<file path="src/rtl/xgmii_tx_frame_arbiter_if.sv">
// XGMII TX frame arbiter bus bundle.
// Requester FIFO heads/pops, TX FIFO write port, control, counters.
interface xgmii_tx_frame_arbiter_if #(
  parameter int NUM_REQ = 2
);
  logic [72*NUM_REQ-1:0] req_dout;
  logic [NUM_REQ-1:0]    req_empty;
  logic [NUM_REQ-1:0]    req_rd_en;
  logic [71:0]           tx_din;
  logic                  tx_wr_en;
  logic                  tx_afull;
  logic                  arb_enable;
  logic [NUM_REQ-1:0]    grant;
  logic [31:0]           frame_cnt;
  logic [15:0]           drop_cnt;

  modport master (
    input  req_dout, req_empty, tx_afull, arb_enable,
    output req_rd_en, tx_din, tx_wr_en, grant,
    output frame_cnt, drop_cnt
  );

  modport slave (
    output req_dout, req_empty, tx_afull, arb_enable,
    input  req_rd_en, tx_din, tx_wr_en, grant,
    input  frame_cnt, drop_cnt
  );
endinterface

</file>
<file path="src/rtl/xgmii_tx_frame_arbiter.sv">
// Frame-atomic round-robin arbiter onto the 72-bit XGMII TX FIFO.
// Ports: xgmii_clk, sys_rst (sync, active high), bus (master):
//   req_dout/req_empty/req_rd_en per-source FWFT heads and pops,
//   tx_din/tx_wr_en registered TX write, tx_afull stall,
//   arb_enable, grant (one-hot owner), frame_cnt, drop_cnt.
module xgmii_tx_frame_arbiter #(
  parameter int NUM_REQ   = 2,
  parameter int MAX_BEATS = 64
) (
  input logic                      xgmii_clk,
  input logic                      sys_rst,
  xgmii_tx_frame_arbiter_if.master bus
);
  localparam int IW = (NUM_REQ > 1) ? $clog2(NUM_REQ) : 1;
  localparam int BW = $clog2(MAX_BEATS + 1);
  // Forced end-of-frame word: only the last flag set.
  localparam logic [71:0] TERM = 72'h2_0000_0000_0000_0000;

  typedef enum logic [2:0] {
    IDLE, SOF, BODY, DISCARD, DONE
  } st_t;

  st_t                st, st_n;
  logic [IW-1:0]      own, own_n;
  logic [IW-1:0]      rr_ptr, rr_n;
  logic [BW-1:0]      beat_cnt, beat_n;
  logic               junk, junk_n;
  logic               ok, ok_n;
  logic [NUM_REQ-1:0] grant_n;
  logic               wr_n;
  logic [71:0]        din_n;
  logic               drop_inc;
  logic               pop;
  logic [71:0]        head;
  logic               own_empty;
  logic               own_rdy;
  logic               found;
  logic [IW-1:0]      pick;

  function automatic logic [IW-1:0] wrap(input int v);
    return IW'(v % NUM_REQ);
  endfunction

  function automatic logic [NUM_REQ-1:0] onehot(
    input logic [IW-1:0] i
  );
    logic [NUM_REQ-1:0] v;
    v = '0;
    v[i] = 1'b1;
    return v;
  endfunction

  always_comb begin
    head = '0;
    own_empty = 1'b1;
    for (int i = 0; i < NUM_REQ; i++) begin
      if (IW'(i) == own) begin
        head = bus.req_dout[72*i +: 72];
        own_empty = bus.req_empty[i];
      end
    end
  end

  assign own_rdy = ~own_empty & ~bus.tx_afull;

  // First non-empty source at or after rr_ptr.
  always_comb begin
    found = 1'b0;
    pick = rr_ptr;
    for (int k = 0; k < NUM_REQ; k++) begin
      if (!found &&
          !bus.req_empty[wrap(int'(rr_ptr) + k)]) begin
        found = 1'b1;
        pick = wrap(int'(rr_ptr) + k);
      end
    end
  end

  always_comb begin
    st_n = st;
    own_n = own;
    rr_n = rr_ptr;
    beat_n = beat_cnt;
    junk_n = junk;
    ok_n = ok;
    grant_n = bus.grant;
    wr_n = 1'b0;
    din_n = head;
    drop_inc = 1'b0;
    pop = 1'b0;
    unique case (st)
      IDLE: begin
        if (bus.arb_enable && found) begin
          own_n = pick;
          grant_n = onehot(pick);
          beat_n = '0;
          junk_n = 1'b0;
          ok_n = 1'b0;
          st_n = SOF;
        end
      end
      SOF: begin
        if (own_rdy) begin
          pop = 1'b1;
          if (head[64]) begin
            wr_n = 1'b1;
            beat_n = BW'(1);
            junk_n = 1'b0;
            ok_n = head[65];
            st_n = head[65] ? DONE : BODY;
          end else begin
            // One drop per contiguous run of junk.
            drop_inc = ~junk;
            junk_n = 1'b1;
          end
        end
      end
      BODY: begin
        if (own_rdy) begin
          if (head[64]) begin
            // Leave the new start for re-arbitration.
            wr_n = 1'b1;
            din_n = TERM;
            drop_inc = 1'b1;
            st_n = DONE;
          end else if (head[65]) begin
            pop = 1'b1;
            wr_n = 1'b1;
            beat_n = beat_cnt + BW'(1);
            ok_n = 1'b1;
            st_n = DONE;
          end else if (beat_cnt == BW'(MAX_BEATS - 1)) begin
            // Terminator takes the final beat slot.
            wr_n = 1'b1;
            din_n = TERM;
            drop_inc = 1'b1;
            st_n = DISCARD;
          end else begin
            pop = 1'b1;
            wr_n = 1'b1;
            beat_n = beat_cnt + BW'(1);
          end
        end
      end
      DISCARD: begin
        if (own_rdy) begin
          if (head[64]) begin
            st_n = DONE;
          end else begin
            pop = 1'b1;
            if (head[65]) st_n = DONE;
          end
        end
      end
      DONE: begin
        rr_n = wrap(int'(own) + 1);
        grant_n = '0;
        st_n = IDLE;
      end
      default: st_n = IDLE;
    endcase
    bus.req_rd_en = pop ? onehot(own) : '0;
  end

  always_ff @(posedge xgmii_clk) begin
    if (sys_rst) begin
      st <= IDLE;
      own <= '0;
      rr_ptr <= '0;
      beat_cnt <= '0;
      junk <= 1'b0;
      ok <= 1'b0;
      bus.grant <= '0;
      bus.tx_wr_en <= 1'b0;
      bus.tx_din <= '0;
      bus.frame_cnt <= '0;
      bus.drop_cnt <= '0;
    end else begin
      st <= st_n;
      own <= own_n;
      rr_ptr <= rr_n;
      beat_cnt <= beat_n;
      junk <= junk_n;
      ok <= ok_n;
      bus.grant <= grant_n;
      bus.tx_wr_en <= wr_n;
      if (wr_n) bus.tx_din <= din_n;
      if (st == DONE && ok)
        bus.frame_cnt <= bus.frame_cnt + 32'd1;
      if (drop_inc && bus.drop_cnt != 16'hFFFF)
        bus.drop_cnt <= bus.drop_cnt + 16'd1;
    end
  end
endmodule

</file>
<file path="src/flat_wrapper.sv">
// flat-port wrapper written by rule: the top's interface ports become plain ports
module xgmii_tx_frame_arbiter_flat 
#(
  parameter int NUM_REQ   = 2,
  parameter int MAX_BEATS = 64
)
  (xgmii_clk, sys_rst, bus_req_dout, bus_req_empty, bus_tx_afull, bus_arb_enable, bus_req_rd_en, bus_tx_din, bus_tx_wr_en, bus_grant, bus_frame_cnt, bus_drop_cnt);
  xgmii_tx_frame_arbiter_if #(.NUM_REQ(NUM_REQ)) bus_i ();
  input logic xgmii_clk;
  input logic sys_rst;
  input wire logic [$bits(bus_i.req_dout)-1:0] bus_req_dout;
  input wire logic [$bits(bus_i.req_empty)-1:0] bus_req_empty;
  input wire logic [$bits(bus_i.tx_afull)-1:0] bus_tx_afull;
  input wire logic [$bits(bus_i.arb_enable)-1:0] bus_arb_enable;
  output wire logic [$bits(bus_i.req_rd_en)-1:0] bus_req_rd_en;
  output wire logic [$bits(bus_i.tx_din)-1:0] bus_tx_din;
  output wire logic [$bits(bus_i.tx_wr_en)-1:0] bus_tx_wr_en;
  output wire logic [$bits(bus_i.grant)-1:0] bus_grant;
  output wire logic [$bits(bus_i.frame_cnt)-1:0] bus_frame_cnt;
  output wire logic [$bits(bus_i.drop_cnt)-1:0] bus_drop_cnt;
  assign bus_i.req_dout = bus_req_dout;
  assign bus_i.req_empty = bus_req_empty;
  assign bus_i.tx_afull = bus_tx_afull;
  assign bus_i.arb_enable = bus_arb_enable;
  assign bus_req_rd_en = bus_i.req_rd_en;
  assign bus_tx_din = bus_i.tx_din;
  assign bus_tx_wr_en = bus_i.tx_wr_en;
  assign bus_grant = bus_i.grant;
  assign bus_frame_cnt = bus_i.frame_cnt;
  assign bus_drop_cnt = bus_i.drop_cnt;
  xgmii_tx_frame_arbiter #(.NUM_REQ(NUM_REQ), .MAX_BEATS(MAX_BEATS)) u_core (.xgmii_clk(xgmii_clk), .sys_rst(sys_rst), .bus(bus_i));
endmodule
</file>
<file path="config.mk">
export PLATFORM = sky130hd
export DESIGN_NAME = xgmii_tx_frame_arbiter_flat
export DESIGN_NICKNAME = d
export VERILOG_FILES = /design/src/rtl/xgmii_tx_frame_arbiter_if.sv /design/src/rtl/xgmii_tx_frame_arbiter.sv /design/src/flat_wrapper.sv
export SDC_FILE = /design/constraint.sdc
export NUM_CORES = 1
export LEC_CHECK = 0
export CAP_MARGIN = 30
export CORE_MARGIN = 2
export CORE_UTILIZATION = 43
export CTS_CLUSTER_DIAMETER = 100
export DETAILED_ROUTE_END_ITERATION = 8
export PLACE_DENSITY = 0.81
export SYNTH_ARGS = -nofsm -noshare
export SYNTH_HDL_FRONTEND = slang
export SYNTH_SLANG_ARGS = --single-unit
</file>
<file path="constraint.sdc">
create_clock -name xgmii_clk -period 2.5 [get_ports xgmii_clk]
set_input_delay 0.5 -clock xgmii_clk [delete_from_list [all_inputs] [get_ports xgmii_clk]]
set_output_delay 0.5 -clock xgmii_clk [all_outputs]
set_load 0.01 [all_outputs]
</file>
# Yosys cells after proc, flatten, opt, wreduce, memory -nomap -nowiden
# Index checks and enable logic that the tools add are counted.
dict set report classes {
  add_sub_neg 5
  order_cmp 6
  n_eq_ne 16
  n_mux 68
  n_bitwise 4
  n_reduce_logical 17
}
# operator n
set ops {}
lappend ops {{$mux 72} 6}
lappend ops {{$mux 7} 7}
lappend ops {{$mux 3} 11}
lappend ops {{$add 32x1->32 const B} 1}
lappend ops {{$mux 1} 32}
lappend ops {{$pmux 7 s3} 1}
lappend ops {{$reduce_and 7->1} 3}
lappend ops {{$add 16x1->16 const B} 1}
lappend ops {{$ne 16x16->1 const B} 1}
lappend ops {{$ne 2x1->1 const B} 6}
lappend ops {{$pmux 3 s4} 1}
lappend ops {{$lt 1x2->1 const B} 4}
lappend ops {{$add 7x1->7 const B} 1}
lappend ops {{$eq 7x6->1 const B} 1}
lappend ops {{$eq 3x2->1 const B} 2}
lappend ops {{$logic_and 1x1->1} 6}
lappend ops {{$pmux 1 s2} 3}
lappend ops {{$pmux 1 s3} 2}
lappend ops {{$mux 2} 2}
lappend ops {{$ne 4x1->1 const B} 1}
lappend ops {{$pmux 2 s2} 1}
lappend ops {{$reduce_and 2->1} 2}
lappend ops {{$reduce_bool 2->1} 2}
lappend ops {{$eq 3x1->1 const B} 1}
lappend ops {{13 further kinds} 18}
dict set report totals {
  regBits 137
  input_bits 150
  wordCells 127
}

# Logic depth before layout (Yosys ltp)
# Gate-level depths: netlist (run 1).
dict set report depth {
  ltp_word 12
  depth_mapped 9
  depth_no_buf 6
}

# Worst setup path before layout (run 1)
# No wires, ideal clock.
dict set report synth_path {
  path_kind {flip-flop to output port}
  startpoint {register u_core.own}
  endpoint {output port bus_req_rd_en[0]}
  arrival_ps 1776
  t_required_ps 2000
  path_slack_ps 224
  stages_incl_launch_ff 8
  n_path_buf 2
  path_cell_list {dfxtp_1 -> buf_2 -> mux2_2 -> clkbuf_1 -> or3_1 -> a21oi_1 -> a2111o_1 -> nor2_1}
}
dict set report synth_between {
  elab_chain_cells 6
  word_cells_on_any_way 17
  classes_between {2 x order compare; 12 x mux; 2 x bitwise; 1 x reduce/logical}
}
# element line
set synth_rtl {}
lappend synth_rtl {{start, declared} xgmii_tx_frame_arbiter.sv:24} ;# logic [IW-1:0] own, own_n;
lappend synth_rtl {{start signal, assigned} xgmii_tx_frame_arbiter.sv:180} ;# own <= own_n;
lappend synth_rtl {{$mux 72 or $mux 1 (tied branches)} xgmii_tx_frame_arbiter.sv:57} ;# if (IW'(i) == own) begin
lappend synth_rtl {{$mux 1 or $not 1->1 (tied branches)} {xgmii_tx_frame_arbiter.sv:126, xgmii_tx_frame_arbiter.sv:64}}
lappend synth_rtl {{$mux 1 or $and 1x1->1 (tied branches)} {xgmii_tx_frame_arbiter.sv:120, xgmii_tx_frame_arbiter.sv:64}}
lappend synth_rtl {{$mux 1, on equally long branches} n/a}
lappend synth_rtl {{$pmux 1 s3} xgmii_tx_frame_arbiter.sv:91} ;# unique case (st)
lappend synth_rtl {{$mux 2 (*)} xgmii_tx_frame_arbiter.sv:162} ;# bus.req_rd_en = pop ? onehot(own) : '0;
lappend synth_rtl {{end, declared} flat_wrapper.sv:15} ;# output wire logic [$bits(bus_i.req_rd_en)-1:0] bus_req_rd_en;
# Mark *: on every way between the ends. The rest lies on a longest branch, timed or not.

# Final worst setup path (run 1)
# Same ends and word-level chain as after synthesis.

==> summary.txt, run 1 <==
Run status
  – Status: finished, violations left
  – Violated checks: setup timing

CTS
  – # clock sinks: 137
  – Worst skew pair latency: 430 ps
  – CTS tree: done
  – Max Root-Sink Buffers: 2
  – Clock root cell: clkbuf_16
  – H-tree Lvls: 4
  – Hold-fix buffers, CTS: 0
  – Clock-pin slew on the worst setup and hold paths: roughly 60 ps
  – Num CTS Buffers: 17

Critical path
  – Slowest-stage cell, CP: dfxtp_4
  – Setup crit start kind: flip-flop
  – Worst Path Max Fanout: 4
  – WS Path Type: reg -> out
  – Worst path most repeated cell: buf_6
  – CP Buf/Inv Count: 2
  – Critical Path RT: 2000 ps
  – Delay-heaviest family, CP: simple AND/OR/NAND/NOR gates
  – CP cell instances: mux2_4, or3_4, a21oi_2, a2111o_1, buf_6, nor2_4, buf_6
  – Crit. End Element: primary output
  – Crit path DAT: between 2000 and 2500 ps
  – Slowest cell delay on critical path: 390 ps

Pwr
  – Reg power frac: a little under two fifths
  – Switching share of power: 22.6%
  – PwrDens: between 600 and 700 mW/mm2
  – Clk pwr share: between 40 and 50%
  – Pleak: 0.00350 uW
  – Logic pwr share: between 10% and 20%
  – Internal Power: approximately 4800 uW
  – Worst vdd ir: roughly 530 uV
  – Sw Pwr: ~1400 uW

Synth
  – Synth Warn #: 0
  – Post-Syn Instances: 651
  – Sequential area share after synthesis: a little over two fifths
  – Mapped Area: 0.00632 mm2
  – Post-synth EDFFs: 0
  – Compound-cell area share of the yosys netlist: 20.4%
  – Largest family of logic cells by synthesized area: compound AO/OA/AOI/OAI gates
  – Post-synth ARST share: 0%
  – Simple-gate share of the synthesized area: between 10% and 20%
  – Most used DFF post-synth: dfxtp_1
  – Synth Area per Inst: a little under 10 um2
  – Adder-cell share of the synthesized area: less than 1%
  – Mapped Nets: between 800 and 900
  – Synth Area in XOR/XNOR: 2.36%
  – Unique masters post-synth: a little over 60
  – Mux contribution to synthesized area: 12.6%
  – Number of synthesized register bits: roughly 140

Route
  – 1st-iter DRT viols: approximately 350
  – # DRC: 0
  – WL/cell: 17.9 um
  – Average vias per placed instance: ~5.5
  – Drt first pass iters: 5
  – Via count: about 6400
  – Routed wire length: between 20000 and 25000 um
  – Post-DRT Antenna Nets: 0

Timing
  – Fin. Hold Viols: 0
  – Tcrit/Tclk final: 107%
  – Worst rel slew slack: between 40% and 50%
  – Unrepaired setup endpoints after global routing: yes
  – Tmin final: between 2000 and 3000 ps
  – Setup Skew: between 10 and 15 ps
  – Measured slew at the worst slew-check pin: roughly 800 ps
  – Fmax: around 0.38 GHz
  – Final setup viols: 2
  – Setup ws final: -163 ps
  – Pins Over Slew Limit: 0

Floorplanning
  – Ports: ~280
  – Core region area: about 0.014 mm2
  – Rows: 44
  – Initial Util: around 44%
  – Die Height: 125 um
  – Die area: roughly 0.016 mm2
  – Die width: around 130 um

Layout
  – Layout Cells excl Fill: approximately 1200
  – Commonest non-fill, non-tap cell in the layout: clkdlybuf4s50_1
  – Multi-input combinational cell area: about 0.0034 mm2
  – Final Core Density: 71.2%
  – Post-layout net count: about 1100
  – Area Overhead vs Synth: 62.5%
  – Share of layout cells above drive strength 1: a little under an eighth
  – Commonest cells after routing, fill and taps aside: 267 x clkdlybuf4s50_1, 136 x dfxtp_1, 74 x mux2i_1, 70 x o2bb2ai_1, 47 x buf_4
  – FILL cells: about 1100
  – Reg area: ~0.0027 mm2

Job
  – Maxcap violations: 0

Global routing
  – GRT overflow: 0
  – Vias in the first global route: 6198
  – Total track usage: 25.8%
  – Largest net degree at the start of global routing: 48
  – First-pass GRT wire length: between 30000 and 40000 um
  – Initial antenna violation count: 2

Worst hold path
  – Worst Hold Class: reg -> reg

Placed design
  – Placed insts: 1115
  – HPWL reported at the end of detailed placement: approximately 15000 um
  – Final GP Congestion: between 0.8 and 0.9
  – IO Port Bufs: around 270
flip-flops by register name, indices dropped and copies added (netlist names):
register	flops
u_core.beat_cnt	7
u_core.bus.drop_cnt	16
u_core.bus.frame_cnt	32
u_core.bus.grant	2
u_core.bus.tx_din	72
u_core.bus.tx_wr_en	1
u_core.junk	1
u_core.ok	1
u_core.own	1
u_core.rr_ptr	1
u_core.st	3
kinds of logic (layout without fill, tap and decap cells):
kind of cell | Yosys count | after routing
flip-flops | 137 | 137
XOR/XNOR | 17 | 17
other | 0 | 2
buffers and inverters | 56 | 370
AO/OA/AOI/OAI | 182 | 182
AND/OR/NAND/NOR | 176 | 176
multiplexers | 79 | 79
adder cells (fa/ha/maj) | 4 | 4
power groups by stage:
| stage | registers, uW | logic [uW] | clock network, uW |
|---|---|---|---|
| 2_1_floorplan | 2350 | 394 | 0 |
| 3_3_place_gp | 2350 | 881 | 0 |
| 3_5_place_dp | 2350 | 893 | 0 |
| 4_1_cts | 2300 | 909 | 3010 |
| 5_1_grt | 2310 | 984 | 3110 |
| 6_report | 2300 | 914 | 2980 |
final timing paths:
path              cells past startpoint                    to                  from  slack, ps
hold / removal                        1  u_core.bus.tx_din[3]  u_core.bus.tx_din[3]        460
setup / recovery                      7      bus_req_rd_en[0]            u_core.own       -160
setup reg to reg                      7    u_core.beat_cnt[3]            u_core.own        220
hold reg to reg                       1  u_core.bus.tx_din[3]  u_core.bus.tx_din[3]        460
Yosys cell counts (all sizes together), types with 14 or more instances:
cell type / instances / area [um2]
a21oi: 46 / 230
buf: 16 / 106
clkbuf: 29 / 109
dfxtp: 137 / 2740
mux2i: 74 / 741
nand2: 16 / 60.1
nand3: 19 / 95.1
nand4: 16 / 100
nor2: 38 / 145
nor3: 14 / 70.1
o21ai: 31 / 159
o2bb2ai: 70 / 613
or3: 19 / 119
metrics by stage:
step	hold slack [ps]	cell area [um2]	setup WS (ps)	total power [uW]	TNS, ps
2_1_floorplan	431	6320	224	2750	0
3_3_place_gp	444	9510	-575	3230	-3910
3_5_place_dp	445	9510	-586	3240	-4500
4_1_cts	464	10200	-170	6220	-250
5_1_grt	477	10300	-246	6410	-404
6_report	458	10300	-163	6200	-230
area by class of cell:
type | count | share of cell area, %
Clock inverter | 11 | 2.34
Clock buffer | 21 | 4.48
Inverter | 11 | 0.402
Tap cell | 184 | 2.24
Antenna cell | 2 | 0.0487
Multi-Input combinational cell | 458 | 32.7
Timing Repair Buffer | 327 | 31.0
Sequential cell | 137 | 26.7
what timing repair did:
action,4_1_cts,5_1_grt
buffers inserted,2,0
gates cloned,0,0
resized for setup,16,6
pin swaps,3,4
endpoints found under the setup margin,2,3
hold endpoints to repair,0,0
metal layers:
layer	wire length (um)	share of wire, %	track usage (%)
met1	8420	41	30.9
met2	9980	48	42.8
met3	1480	7.2	7.70
met4	694	3.4	11.8
met5	0	0	0
(Power assumes the default switching activity.)
==> inputs of run 2 (changes only) <==
--- a/config.mk
+++ b/config.mk
@@ -5,7 +5,6 @@
 export SDC_FILE = /design/constraint.sdc
 export NUM_CORES = 1
 export LEC_CHECK = 0
-export CAP_MARGIN = 30
 export CORE_MARGIN = 2
 export CORE_UTILIZATION = 43
 export CTS_CLUSTER_DIAMETER = 100
==> summary.txt, run 2 (synthesis gave the netlist of run 1 again) <==
Run status
  – Status: finished, violations left
  – Violated checks: setup timing

Global routing
  – First-pass GRT wire length: around 33000 um
  – Largest net degree at the start of global routing: 48
  – Total track usage: 25.9%
  – Vias in the first global route: 6161
  – Initial antenna violation count: 0
  – GRT overflow: 0

Route
  – Average vias per placed instance: about 5.5
  – Post-DRT Antenna Nets: 0
  – Via count: around 6400
  – WL/cell: about 18 um
  – Drt first pass iters: 5
  – # DRC: 0
  – Routed wire length: approximately 21000 um
  – 1st-iter DRT viols: roughly 370

Critical path
  – Critical Path RT: ~2000 ps
  – Crit. End Element: primary output
  – R2R depth: 7
  – Crit path DAT: roughly 2200 ps
  – FF-to-FF setup slack: 210 ps
  – Worst Path Max Fanout: 2
  – WS Path Type: in -> out
  – Setup crit start kind: input port

Layout
  – # diodes: 0
  – Biggest regs: u_core.bus.tx_din (72), u_core.bus.frame_cnt (32), u_core.bus.drop_cnt (16)
  – Share of layout cells above drive strength 1: between 10% and 20%
  – Commonest cells after routing, fill and taps aside: 269 x clkdlybuf4s50_1, 136 x dfxtp_1, 74 x mux2i_1, 70 x o2bb2ai_1, 46 x buf_4
  – Post-layout net count: 1103
  – Commonest non-fill, non-tap cell in the layout: clkdlybuf4s50_1
  – Biggest register: u_core.bus.tx_din
  – Max reg flops: between 70 and 80
  – Area Overhead vs Synth: 60.8%

Worst hold path
  – Worst Hold Depth: 1
  – Worst Hold Class: reg -> reg

Timing
  – Fin. Hold Viols: 0
  – Fmax: 0.375 GHz
  – Worst rel slew slack: roughly half
  – Setup Skew: 17.9 ps
  – Pins Over Slew Limit: 0
  – Setup ws final: -166 ps
  – Measured slew at the worst slew-check pin: just under 800 ps
  – Unrepaired setup endpoints after global routing: yes
  – Tmin final: between 2000 and 3000 ps
  – Final setup viols: 2
  – Hold_ws: ~460 ps
  – Tcrit/Tclk final: 107%

Pwr
  – PwrDens: approximately 580 mW/mm2
  – Overall Power: between 5000 and 6000 uW
  – Pleak: between 0.003 and 0.004 uW
  – Worst vdd ir: 527 uV

Floorplanning
  – Initial Util: ~44%
  – Ports: about 280
  – Rows: 44
  – Die area: approximately 0.016 mm2
  – Die width: approximately 130 um
  – Die Height: 125 um
  – Core region area: between 0.01 and 0.015 mm2

Placed design
  – Post-place setup slack: -583 ps
  – HPWL reported at the end of detailed placement: approximately 15000 um
  – IO Port Bufs: roughly 270
  – Final GP Congestion: between 0.8 and 0.9

CTS
  – CTS tree: done
  – Num CTS Buffers: 17
  – Hold-fix buffers, CTS: 0
  – Worst skew pair latency: approximately 430 ps
  – H-tree Lvls: 4
  – Clock-pin slew on the worst setup and hold paths: around 50 ps
  – Max Root-Sink Buffers: 2
  – # clock sinks: around 140
  – Clock root cell: clkbuf_16

Job
  – Maxcap violations: 0
-- run 2: cell types whose count changed in the layout (fill, tap and decap cells not counted), moves of 2 or more --
cell and delta:
dlymetal6s2s_1 -2, bufinv_16 -3, clkinvlp_4 +2, diode_2 -2, clkdlybuf4s50_1 +2, clkinv_2 +3
-- run 2: power by group --
part	internal, uW	switching, uW	total, uW
registers	2250	56.7	2310
logic	516	390	907
clock network	1720	960	2680
total	4480	1410	5890
-- run 2: layer usage --
metal / track usage [%] / part of all wire (%) / vias to the layer above
met2: 41.9 / 48 / 224
met1: 32.2 / 42 / 3005
met5: 0 / 0 / -
met3: 7.53 / 6.7 / 50
li1: - / - / 3082
met4: 11.1 / 3.4 / 0
-- run 2: area by class of cell --
| cell class | instances | area [um2] |
|---|---|---|
| clock inverter | 12 | 171 |
| sequential | 137 | 2750 |
| multi-input combinational | 458 | 3350 |
| fill | 1120 | 4260 |
| clock buffer | 20 | 457 |
| inverter | 11 | 41.3 |
| timing repair buffer | 325 | 3160 |
| tap | 184 | 230 |
-- run 2: worst max-delay path, cell delays in order --
cell and delay, ps:
clkdlybuf4s50_1 400, mux2_2 280, or3_4 350, a21oi_2 130
a2111o_1 210, buf_6 120, nor2_2 20, buf_2 160
-- run 2: metrics by stage --
step / cells / utilization, % / area, um2 / TNS (ps)
2_1_floorplan: 651 / - / 6320 / 0
3_3_place_gp: 1114 / 65.9 / 9510 / -3910
3_5_place_dp: 1114 / 65.9 / 9510 / -6450
5_1_grt: 1147 / 70.4 / 10200 / -371
6_report: 1147 / 70.4 / 10200 / -230
4_1_cts: 1147 / 70.4 / 10200 / -277
-- run 2: what timing repair did --
item,4_1_cts,5_1_grt
cloned,0,0
gates resized for setup,16,1
setup endpoints to repair,5,2
pin swaps,3,1
setup buffers,1,0
-- run 2: final timing paths --
check | start | to
setup / recovery | bus_req_dout[65] | bus_req_rd_en[0]
hold / removal | u_core.bus.tx_din[44] | u_core.bus.tx_din[44]
setup reg to reg | u_core.own | u_core.beat_cnt[3]
hold reg to reg | u_core.bus.tx_din[44] | u_core.bus.tx_din[44]
==> inputs of run 3 (changes only) <==
--- a/config.mk
+++ b/config.mk
@@ -9,6 +9,7 @@
 export CORE_UTILIZATION = 43
 export CTS_CLUSTER_DIAMETER = 100
 export DETAILED_ROUTE_END_ITERATION = 8
+export GPL_TIMING_DRIVEN = 0
 export PLACE_DENSITY = 0.81
 export SYNTH_ARGS = -nofsm -noshare
 export SYNTH_HDL_FRONTEND = slang
==> summary.txt, run 3 (synthesis gave the netlist of run 1 again) <==
Timing
  – Pins Over Slew Limit: 0
  – Tmin final: around 2700 ps
  – Unrepaired setup endpoints after global routing: yes
  – Worst rel slew slack: a little under two fifths
  – Final setup viols: 2
  – Setup Skew: 18.2 ps
  – Setup ws final: -203 ps
  – Fmax: roughly 0.37 GHz
  – Fin. Hold Viols: 0
  – Measured slew at the worst slew-check pin: about 930 ps
  – Tcrit/Tclk final: 108%

Run status
  – Violated checks: setup timing
  – Status: finished, violations left

Critical path
  – Worst Path Max Fanout: 5
  – CP cell instances: buf_6, buf_6, mux2_4, or2_4, a2111o_1, nor2_1, buf_2
  – Crit path DAT: about 2200 ps
  – Slowest-stage cell, CP: a2111o_1
  – Critical Path RT: 2000 ps
  – Crit. End Element: primary output
  – Setup crit start kind: flip-flop
  – R2R depth: 10
  – WS Path Type: reg -> out
  – Slowest cell delay on critical path: 380 ps
  – CP Buf/Inv Count: 3
  – WP depth: 7
  – Worst path most repeated cell: buf_6
  – Delay-heaviest family, CP: buffers and inverters

Layout
  – Fin area: 0.00997 mm2
  – Post-layout net count: 1102
  – Area Overhead vs Synth: 57.8%
  – FILL cells: between 1000 and 1500
  – Biggest regs: u_core.bus.tx_din (72), u_core.bus.frame_cnt (32), u_core.bus.drop_cnt (16)
  – Commonest non-fill, non-tap cell in the layout: clkdlybuf4s50_1
  – Commonest cells after routing, fill and taps aside: 271 x clkdlybuf4s50_1, 134 x dfxtp_1, 74 x mux2i_1, 70 x o2bb2ai_1, 45 x a21oi_1
  – Share of layout cells above drive strength 1: a little under a tenth
  – # diodes: 0
  – Max reg flops: 72
  – Biggest register: u_core.bus.tx_din

CTS
  – Worst skew pair latency: ~430 ps
  – Clock-pin slew on the worst setup and hold paths: ~60 ps
  – # clock sinks: about 140
  – Max Root-Sink Buffers: 2
  – Hold-fix buffers, CTS: 0
  – Clock root cell: clkbuf_16
  – CTS tree: done
  – H-tree Lvls: 4
  – Num CTS Buffers: 17

Global routing
  – GRT overflow: 0
  – First-pass GRT wire length: ~33000 um
  – Total track usage: about 26%
  – Initial antenna violation count: 0
  – Largest net degree at the start of global routing: 17
  – Vias in the first global route: 6024

Placed design
  – IO Port Bufs: ~270
  – Post-Place Cell Area: ~0.0093 mm2
  – Post-place setup slack: -996 ps
  – HPWL reported at the end of detailed placement: 15500 um
  – Final GP Congestion: just over 0.9

Route
  – # DRC: 0
  – 1st-iter DRT viols: approximately 420
  – Drt first pass iters: 5
  – WL/cell: between 15 and 20 um
  – Via count: 6375
  – Post-DRT Antenna Nets: 0
  – Routed wire length: approximately 21000 um
  – Average vias per placed instance: approximately 5.6

Floorplanning
  – Die width: roughly 130 um
  – Initial Util: a little over two fifths
  – Ports: roughly 280
  – Core region area: ~0.014 mm2
  – Die area: 0.0157 mm2
  – Die Height: 125 um
  – Rows: 44

Job
  – Maxcap violations: 0

Worst hold path
  – Worst Hold Depth: 1
  – Worst Hold Class: reg -> reg

Pwr
  – Overall Power: 5650 uW
  – PwrDens: around 570 mW/mm2
  – Worst vdd ir: ~490 uV
  – Pleak: about 0.0033 uW
-- run 3: changes by cell type in the layout (fill, tap and decap cells not counted), sizes merged --
cell           previous run  this run
bufinv                    4         2
clkdlybuf4s50           269       271
clkinvlp                  4         7
clkbuf                   20        44
clkinv                    3         5
dlygate4sd2               2         1
buf                      54        25
-- run 3: worst paths after layout --
path | startpoint | end | slack [ps]
setup / recovery | u_core.own | bus_req_rd_en[0] | -200
hold reg to reg | u_core.bus.tx_din[22] | u_core.bus.tx_din[22] | 460
setup reg to reg | u_core.own | u_core.bus.drop_cnt[14] | 70
hold / removal | u_core.bus.tx_din[22] | u_core.bus.tx_din[22] | 460
-- run 3: worst register-to-register path: stages, from the launching register on --
cell	delay, ps
dfxtp_2	320
buf_6	130
buf_6	120
mux2_4	290
buf_4	150
nor2_2	310
o21ai_2	180
buf_6	180
clkbuf_1	220
o31ai_1	310
a21oi_1	90
-- run 3: layout make-up --
type / count / area (um2) / area share [%]
well taps: 184 / 230 / 2.31
repair buffers: 281 / 2790 / 28.0
multi-input cells: 458 / 3350 / 33.6
clock inverters: 15 / 154 / 1.54
inverters: 11 / 41.3 / 0.414
clock buffers: 17 / 425 / 4.27
flip-flops and latches: 137 / 2750 / 27.6
plain buffers: 43 / 225 / 2.26
-- run 3: where the power goes --
group	total [uW]	internal (uW)	switching [uW]
clock network	2460	1460	996
logic	891	490	401
registers	2290	2250	44.9
total	5650	4200	1440
-- run 3: repair_timing --
action / CTS / global route
resized for setup: 22 / 23
buffers inserted: 5 / 2
pin swaps: 5 / 5
setup endpoints to repair: 72 / 94
-- run 3: stage by stage --
stage	util (%)	setup TNS, ps	instances	hold slack (ps)
final	69.1	-382	1146	460
after global routing	69.1	-638	1146	478
after CTS	68.9	-382	1146	464
after detailed placement	64.4	-35100	1109	445
after global placement	64.4	-32160	1109	443
after floorplan	-	0	651	431
-- run 3: metal layers --
metal	vias up	routed length [um]	GRT usage, %	share of wire [%]
li1	3079	-	-	-
met1	3005	9110	33.2	44
met2	251	9700	41.1	46
met3	40	1510	7.74	7.2
met4	0	578	10.2	2.8
met5	-	0	0	0
